$ cat src/rtl/uart_tx_fifo_if.sv
// uart_tx_fifo_if: push-side data, frame configuration and serial/status lines of the UART transmitter.
interface uart_tx_fifo_if #(
    parameter int DATA_WIDTH = 8,
    parameter int FIFO_DEPTH = 4,
    parameter int PRESCALE_W = 8
);
    logic [DATA_WIDTH-1:0]         p_data;
    logic                          data_valid;
    logic                          par_en;
    logic                          par_typ;
    logic                          stop2;
    logic [PRESCALE_W-1:0]         prescale;
    logic                          tx_out;
    logic                          busy;
    logic                          ready;
    logic [$clog2(FIFO_DEPTH):0]   fifo_count;

    modport master (
        output p_data, data_valid, par_en, par_typ, stop2, prescale,
        input  tx_out, busy, ready, fifo_count
    );
    modport slave (
        input  p_data, data_valid, par_en, par_typ, stop2, prescale,
        output tx_out, busy, ready, fifo_count
    );
endinterface

$ cat src/rtl/uart_tx_fifo.sv
// uart_tx_fifo: UART transmitter fed by a small FIFO; frame settings are captured with each popped word.
module uart_tx_fifo #(
    parameter int DATA_WIDTH = 8,
    parameter int FIFO_DEPTH = 4,
    parameter int PRESCALE_W = 8
) (
    input logic           clk,
    input logic           rst,
    uart_tx_fifo_if.slave bus
);
    localparam int AW = $clog2(FIFO_DEPTH);
    localparam int CW = AW + 1;
    localparam int BW = $clog2(DATA_WIDTH + 1);

    typedef enum logic [2:0] {IDLE, START, DATA, PARITY, STOP} state_t;

    state_t                 state, next;
    logic [DATA_WIDTH-1:0]  mem [FIFO_DEPTH];
    logic [AW-1:0]          wr_ptr, rd_ptr;
    logic [CW-1:0]          count;
    logic [DATA_WIDTH-1:0]  shreg;
    logic [PRESCALE_W-1:0]  pres_cnt, prescale_l;
    logic [BW-1:0]          bit_cnt;
    logic                   par_en_l, stop2_l, parity_l;
    logic                   tx_d, push, pop, bit_end;

    assign bus.ready      = count != CW'(FIFO_DEPTH);
    assign bus.fifo_count = count;
    assign push           = bus.data_valid && bus.ready;
    assign bit_end        = pres_cnt == prescale_l;

    always_comb begin
        next = state;
        pop  = 1'b0;
        tx_d = 1'b1;
        case (state)
            IDLE: begin
                pop  = count != '0;
                next = pop ? START : IDLE;
            end
            START:  next = bit_end ? DATA : START;
            DATA:   next = (bit_end && bit_cnt == BW'(DATA_WIDTH - 1)) ? (par_en_l ? PARITY : STOP) : DATA;
            PARITY: next = bit_end ? STOP : PARITY;
            STOP: if (bit_end && bit_cnt == BW'(stop2_l)) begin
                // back-to-back frames: pop the next word on the last stop edge
                pop  = count != '0;
                next = pop ? START : IDLE;
            end
            default: next = IDLE;
        endcase
        case (next)
            START:   tx_d = 1'b0;
            DATA:    tx_d = (state == DATA && bit_end) ? shreg[1] : shreg[0];
            PARITY:  tx_d = parity_l;
            default: tx_d = 1'b1;
        endcase
    end

    always_ff @(posedge clk)
        if (push) mem[wr_ptr] <= bus.p_data;

    always_ff @(posedge clk or posedge rst) begin
        if (rst) begin
            state      <= IDLE;
            wr_ptr     <= '0;
            rd_ptr     <= '0;
            count      <= '0;
            pres_cnt   <= '0;
            bit_cnt    <= '0;
            shreg      <= '0;
            prescale_l <= '0;
            par_en_l   <= 1'b0;
            stop2_l    <= 1'b0;
            parity_l   <= 1'b0;
            bus.tx_out <= 1'b1;
            bus.busy   <= 1'b0;
        end else begin
            state      <= next;
            bus.tx_out <= tx_d;
            bus.busy   <= next != IDLE;
            pres_cnt   <= (state == IDLE || bit_end) ? '0 : pres_cnt + PRESCALE_W'(1);
            bit_cnt    <= (next != state) ? '0 : bit_end ? bit_cnt + BW'(1) : bit_cnt;
            count      <= count + CW'(push) - CW'(pop);
            if (push) wr_ptr <= wr_ptr + AW'(1);
            if (pop) begin
                rd_ptr     <= rd_ptr + AW'(1);
                shreg      <= mem[rd_ptr];
                prescale_l <= bus.prescale;
                par_en_l   <= bus.par_en;
                stop2_l    <= bus.stop2;
                parity_l   <= ^mem[rd_ptr] ^ bus.par_typ;
            end else if (state == DATA && bit_end) begin
                shreg <= shreg >> 1;
            end
        end
    end
endmodule

$ cat src/flat_wrapper.sv
// flat-port wrapper written by rule: the top's interface ports become plain ports
module uart_tx_fifo_flat 
#(
    parameter int DATA_WIDTH = 8,
    parameter int FIFO_DEPTH = 4,
    parameter int PRESCALE_W = 8
)
  (clk, rst, bus_p_data, bus_data_valid, bus_par_en, bus_par_typ, bus_stop2, bus_prescale, bus_tx_out, bus_busy, bus_ready, bus_fifo_count);
  uart_tx_fifo_if #(.DATA_WIDTH(DATA_WIDTH), .FIFO_DEPTH(FIFO_DEPTH), .PRESCALE_W(PRESCALE_W)) bus_i ();
  input logic clk;
  input logic rst;
  input wire logic [$bits(bus_i.p_data)-1:0] bus_p_data;
  input wire logic [$bits(bus_i.data_valid)-1:0] bus_data_valid;
  input wire logic [$bits(bus_i.par_en)-1:0] bus_par_en;
  input wire logic [$bits(bus_i.par_typ)-1:0] bus_par_typ;
  input wire logic [$bits(bus_i.stop2)-1:0] bus_stop2;
  input wire logic [$bits(bus_i.prescale)-1:0] bus_prescale;
  output wire logic [$bits(bus_i.tx_out)-1:0] bus_tx_out;
  output wire logic [$bits(bus_i.busy)-1:0] bus_busy;
  output wire logic [$bits(bus_i.ready)-1:0] bus_ready;
  output wire logic [$bits(bus_i.fifo_count)-1:0] bus_fifo_count;
  assign bus_i.p_data = bus_p_data;
  assign bus_i.data_valid = bus_data_valid;
  assign bus_i.par_en = bus_par_en;
  assign bus_i.par_typ = bus_par_typ;
  assign bus_i.stop2 = bus_stop2;
  assign bus_i.prescale = bus_prescale;
  assign bus_tx_out = bus_i.tx_out;
  assign bus_busy = bus_i.busy;
  assign bus_ready = bus_i.ready;
  assign bus_fifo_count = bus_i.fifo_count;
  uart_tx_fifo #(.DATA_WIDTH(DATA_WIDTH), .FIFO_DEPTH(FIFO_DEPTH), .PRESCALE_W(PRESCALE_W)) u_core (.clk(clk), .rst(rst), .bus(bus_i));
endmodule
$ cat config.mk
export PLATFORM = sky130hd
export DESIGN_NAME = uart_tx_fifo_flat
export DESIGN_NICKNAME = d
export VERILOG_FILES = /design/src/rtl/uart_tx_fifo_if.sv /design/src/rtl/uart_tx_fifo.sv /design/src/flat_wrapper.sv
export SDC_FILE = /design/constraint.sdc
export NUM_CORES = 1
export LEC_CHECK = 0
export CORE_ASPECT_RATIO = 0.7
export CORE_UTILIZATION = 58
export CTS_CLUSTER_DIAMETER = 40
export DETAILED_ROUTE_END_ITERATION = 10
export GPL_TIMING_DRIVEN = 0
export PLACE_DENSITY = 0.8
export SLEW_MARGIN = 20
export SYNTH_ARGS = -nofsm -noshare
export SYNTH_HDL_FRONTEND = slang
export SYNTH_SLANG_ARGS = --single-unit
export TNS_END_PERCENT = 100
$ cat constraint.sdc
create_clock -name clk -period 3.83 [get_ports clk]
set_clock_uncertainty 0.05 [all_clocks]
set_input_delay 0.5745 -clock clk [delete_from_list [all_inputs] [get_ports clk]]
set_output_delay 0.5745 -clock clk [all_outputs]
set_load 0.01 [all_outputs]
==> metrics.sh <==
RUN_STATUS='complete, but fails checks'
FAILED_CHECKS='DRC'
TIMING.FINAL.SETUP_VIOLATIONS=0
CELLPOWERDENSITY_mW_PER_MM2=770
STDCELL_AREA_MM2=0.00403
GRT_SETUP_UNREPAIRED='no'
TIMING.SETUP.CRITICAL_PATH_CLASS='reg2reg'
TIMING.MAX_CAP.VIOLATIONS=0
CTS_HOLD_BUFFERS=0
ROUTED_WIRELENGTH_MM=5.88
FLOORPLAN.INITIALDENSITY_PCT=60.3
NUMCTSBUFFERS=9
SYNTH_NETS=275
CRITPATHLAUNCHTYPE='register'
P_LEAK_nW=1.62
NUMBER_OF_I_O_PINS=28
WORST_VDD_DROP_V=0.000409
GRT_ANTENNA_BEFORE_REPAIR=0
FIN_CRIT_SH_PCT=82.5
NETLIST-CELL-TYPE-COUNT=48
TRITONCTS='built'
COUNT_OF_FLIP_FLOPS_WITH_A_BUILT_IN_ENABLE_AFTER_SYNTHESIS=32
TIMING.MAX_SLEW.REL_SLACK_PCT=28.9
GRT_START_MAX_NET_PINS=25
FINALNETCOUNT=314
NUMBER_OF_NETS_WITH_ANTENNA_VIOLATIONS_AFTER_DETAILED_ROUTING=0
TOTAL_POWER_W=0.00311
HIGHEST_CLOCK_FREQUENCY_THE_DESIGN_CAN_MEET_MHz=317
POST_SYNTH_INSTANCE_AREA_MM2=0.00345
DIEAREA_MM2=0.00627
GRT_PASS1_WL_MM=9.89
DRT-WIRELENGTH-PER-CELL_UM=16.2
FF2FF_SETUP_SLACK_NS=0.67
DRT_PASS1_ITERATIONS=8
POST_CTS_SETUP_INSERTS=0
MOST-COMMON-LAYOUT-CELLS='sky130_fd_sc_hd__dfrtp_1 (42), sky130_fd_sc_hd__edfxtp_1 (32), sky130_fd_sc_hd__clkdlybuf4s50_1 (27)'
PLACED_CELL_AREA_MM2=0.00385
REQUIRED_TIME_AT_THE_ENDPOINT_OF_THE_CRITICAL_PATH_NS=4.02
FIRST_GLOBAL_VIAS=1996
DRIVE_GT1_SHARE_PCT=14.6
DETAIL_ROUTE.VIAS_PER_CELL=5.62
GRT_UTIL_ALL_LAYERS_PCT=21.9
N_ANTENNA_CELL=0
CRITICAL_PATH_PEAK_FANOUT=10
SETUP-TNS-FINAL_NS=0
TIMING_HOLD_VIOLATIONS_FINAL=0
CORE_AREA_MM2=0.00573
CP_DATA_ARRIVAL_TIME_NS=3.35
DIE_X_EXTENT_UM=94.2
ROUTE.DETAILED.DRC=1
CLK_LATENCY_NS=0.35
DETAILEDPLACEMENTHPWL_MM=4.28
CLK_PIN_SLEW_NS=0.08
FINISH.UTILIZATION_PCT=70.4
FINAL_WORST_PATH_PERIOD_NEED_NS=3.16
DRV_SLEW=0
SEQUENTIAL_TO_TOTAL_AREA_SHARE_FROM_YOSYS_STAT_PCT=59.0
PORT_BUFFERS=27
DRT_FIRST_ITER_VIOLATIONS=117
POSTSYNTHREGISTERBITS=75
GRT_OVF=0
CTSHTREEMAXLEVEL=3
AREAGROWTHSYNTHTOFINISH_PCT=16.8
MOSTFREQUENTLAYOUTCELL='sky130_fd_sc_hd__dfrtp_1'
VIA_COUNT=2041
ROOT_BUFFER='sky130_fd_sc_hd__clkbuf_8'
PLACE_CONGESTION=0.835
CLOCK_PATH_BUFFERS=2
YOSYS_MOST_USED_DFF='sky130_fd_sc_hd__dfrtp_1'
NETLIST_INSTANCES=244
POSTSYNTH.ASYNCRESETSHARE_PCT=57.3
SYN_AVG_CELL_AREA_UM2=14.2
CRIT_PATH_END_KIND='register'
CTS.SINKS=75
TIMING.HOLD.WORST.CLASS='reg2reg'
CTS.REPAIR.RESIZED=0
CHIPHEIGHT_UM=66.6
WORST_SLEW_PIN_SLEW_NS=1.06
YOSYS_WARNINGS=0
ROW_COUNT=23
worst max-delay path: stages (launching register included):
cell	delay, ns
sky130_fd_sc_hd__dfrtp_1	0.44
sky130_fd_sc_hd__xor2_1	0.17
sky130_fd_sc_hd__or4_4	0.46
sky130_fd_sc_hd__o31ai_4	0.50
sky130_fd_sc_hd__nand2_4	0.13
sky130_fd_sc_hd__clkinv_4	0.14
sky130_fd_sc_hd__buf_8	0.15
sky130_fd_sc_hd__ha_1	0.12
sky130_fd_sc_hd__inv_1	0.04
sky130_fd_sc_hd__ha_1	0.18
sky130_fd_sc_hd__fa_1	0.37
sky130_fd_sc_hd__xor2_1	0.16
sky130_fd_sc_hd__xnor2_1	0.12
per-layer routing:
metal	up-vias	part of all wire, %	GRT usage, %
li1	990	-	-
met1	1000	52	32.6
met2	49	44	30.5
met3	2	4.0	5.82
met4	0	0.51	8.08
met5	-	0	0
where the power goes:
part           internal [W]  switching, W
registers           0.00112      0.000184
clock network      0.000251      0.000328
logic              0.000636      0.000589
worst paths after layout:
check                                  start                  endpoint  cells after the start
hold / removal               u_core.parity_l           u_core.parity_l                      1
max in group asynchronous                rst         u_core.bus.tx_out                      3
setup / recovery           u_core.bit_cnt[0]  u_core.bus.fifo_count[2]                     12
min in group asynchronous                rst        u_core.pres_cnt[0]                      2
setup reg to reg           u_core.bit_cnt[0]  u_core.bus.fifo_count[2]                     12
hold reg to reg              u_core.parity_l           u_core.parity_l                      1
area by class of cell:
cell class	instances	area [um2]
plain buffers	7	45.0
clock buffers	9	124
clock inverters	7	63.8
fillers	384	1690
inverters	12	50.0
multi-input cells	150	1320
flip-flops and latches	75	2040
well taps	75	93.8
repair buffers	28	298
per-stage QoR:
stage          setup slack (ns)  cells  hold WS [ns]
2_1_floorplan             0.934    244         0.432
3_3_place_gp              0.695    346         0.457
3_5_place_dp              0.692    347         0.460
4_1_cts                   0.667    363         0.481
5_1_grt                   0.483    363         0.501
6_report                  0.671    363         0.478
registers in the layout, indices dropped and copies added (netlist names):
| name | flops |
|---|---|
| u_core.bit_cnt | 4 |
| u_core.bus.busy | 1 |
| u_core.bus.fifo_count | 3 |
| u_core.bus.tx_out | 1 |
| u_core.mem | 32 |
| u_core.par_en_l | 1 |
| u_core.parity_l | 1 |
| u_core.pres_cnt | 8 |
| u_core.prescale_l | 8 |
| u_core.rd_ptr | 2 |
| u_core.shreg | 8 |
| u_core.state | 3 |
| u_core.stop2_l | 1 |
| u_core.wr_ptr | 2 |
cells by family (layout without fill, tap and decap cells):
family | after synthesis | after routing | synth area share (%)
compound gates | 25 | 25 | 5.51
xor+xnor | 30 | 30 | 8.22
fa+ha+maj | 9 | 9 | 3.48
buf+inv | 19 | 63 | 2.75
flops | 75 | 75 | 59.0
mux | 26 | 26 | 11.4
simple gates | 60 | 60 | 9.67
synthesized netlist by cell type, drive strengths merged (2+ instances only):
master / n / area share [%]
mux2: 11 / 3.7
mux4: 8 / 5.7
edfxtp: 32 / 28
nor2: 11 / 1.2
nand2: 5 / 0.76
o21ai: 7 / 1.0
dfrtp: 42 / 30
buf: 2 / 0.76
nor3: 5 / 0.72
nand3: 17 / 2.5
a31oi: 2 / 0.36
o31a: 2 / 0.51
o21a: 2 / 0.43
nand4: 4 / 0.72
xor2: 10 / 2.5
nor3b: 2 / 0.43
inv: 11 / 1.2
clkbuf: 5 / 0.54
and4: 2 / 0.51
mux2i: 7 / 2.0
o31ai: 4 / 1.3
ha: 8 / 2.9
and3: 8 / 1.4
xnor2: 19 / 5.0
Power figures use the tool's default switching activity.
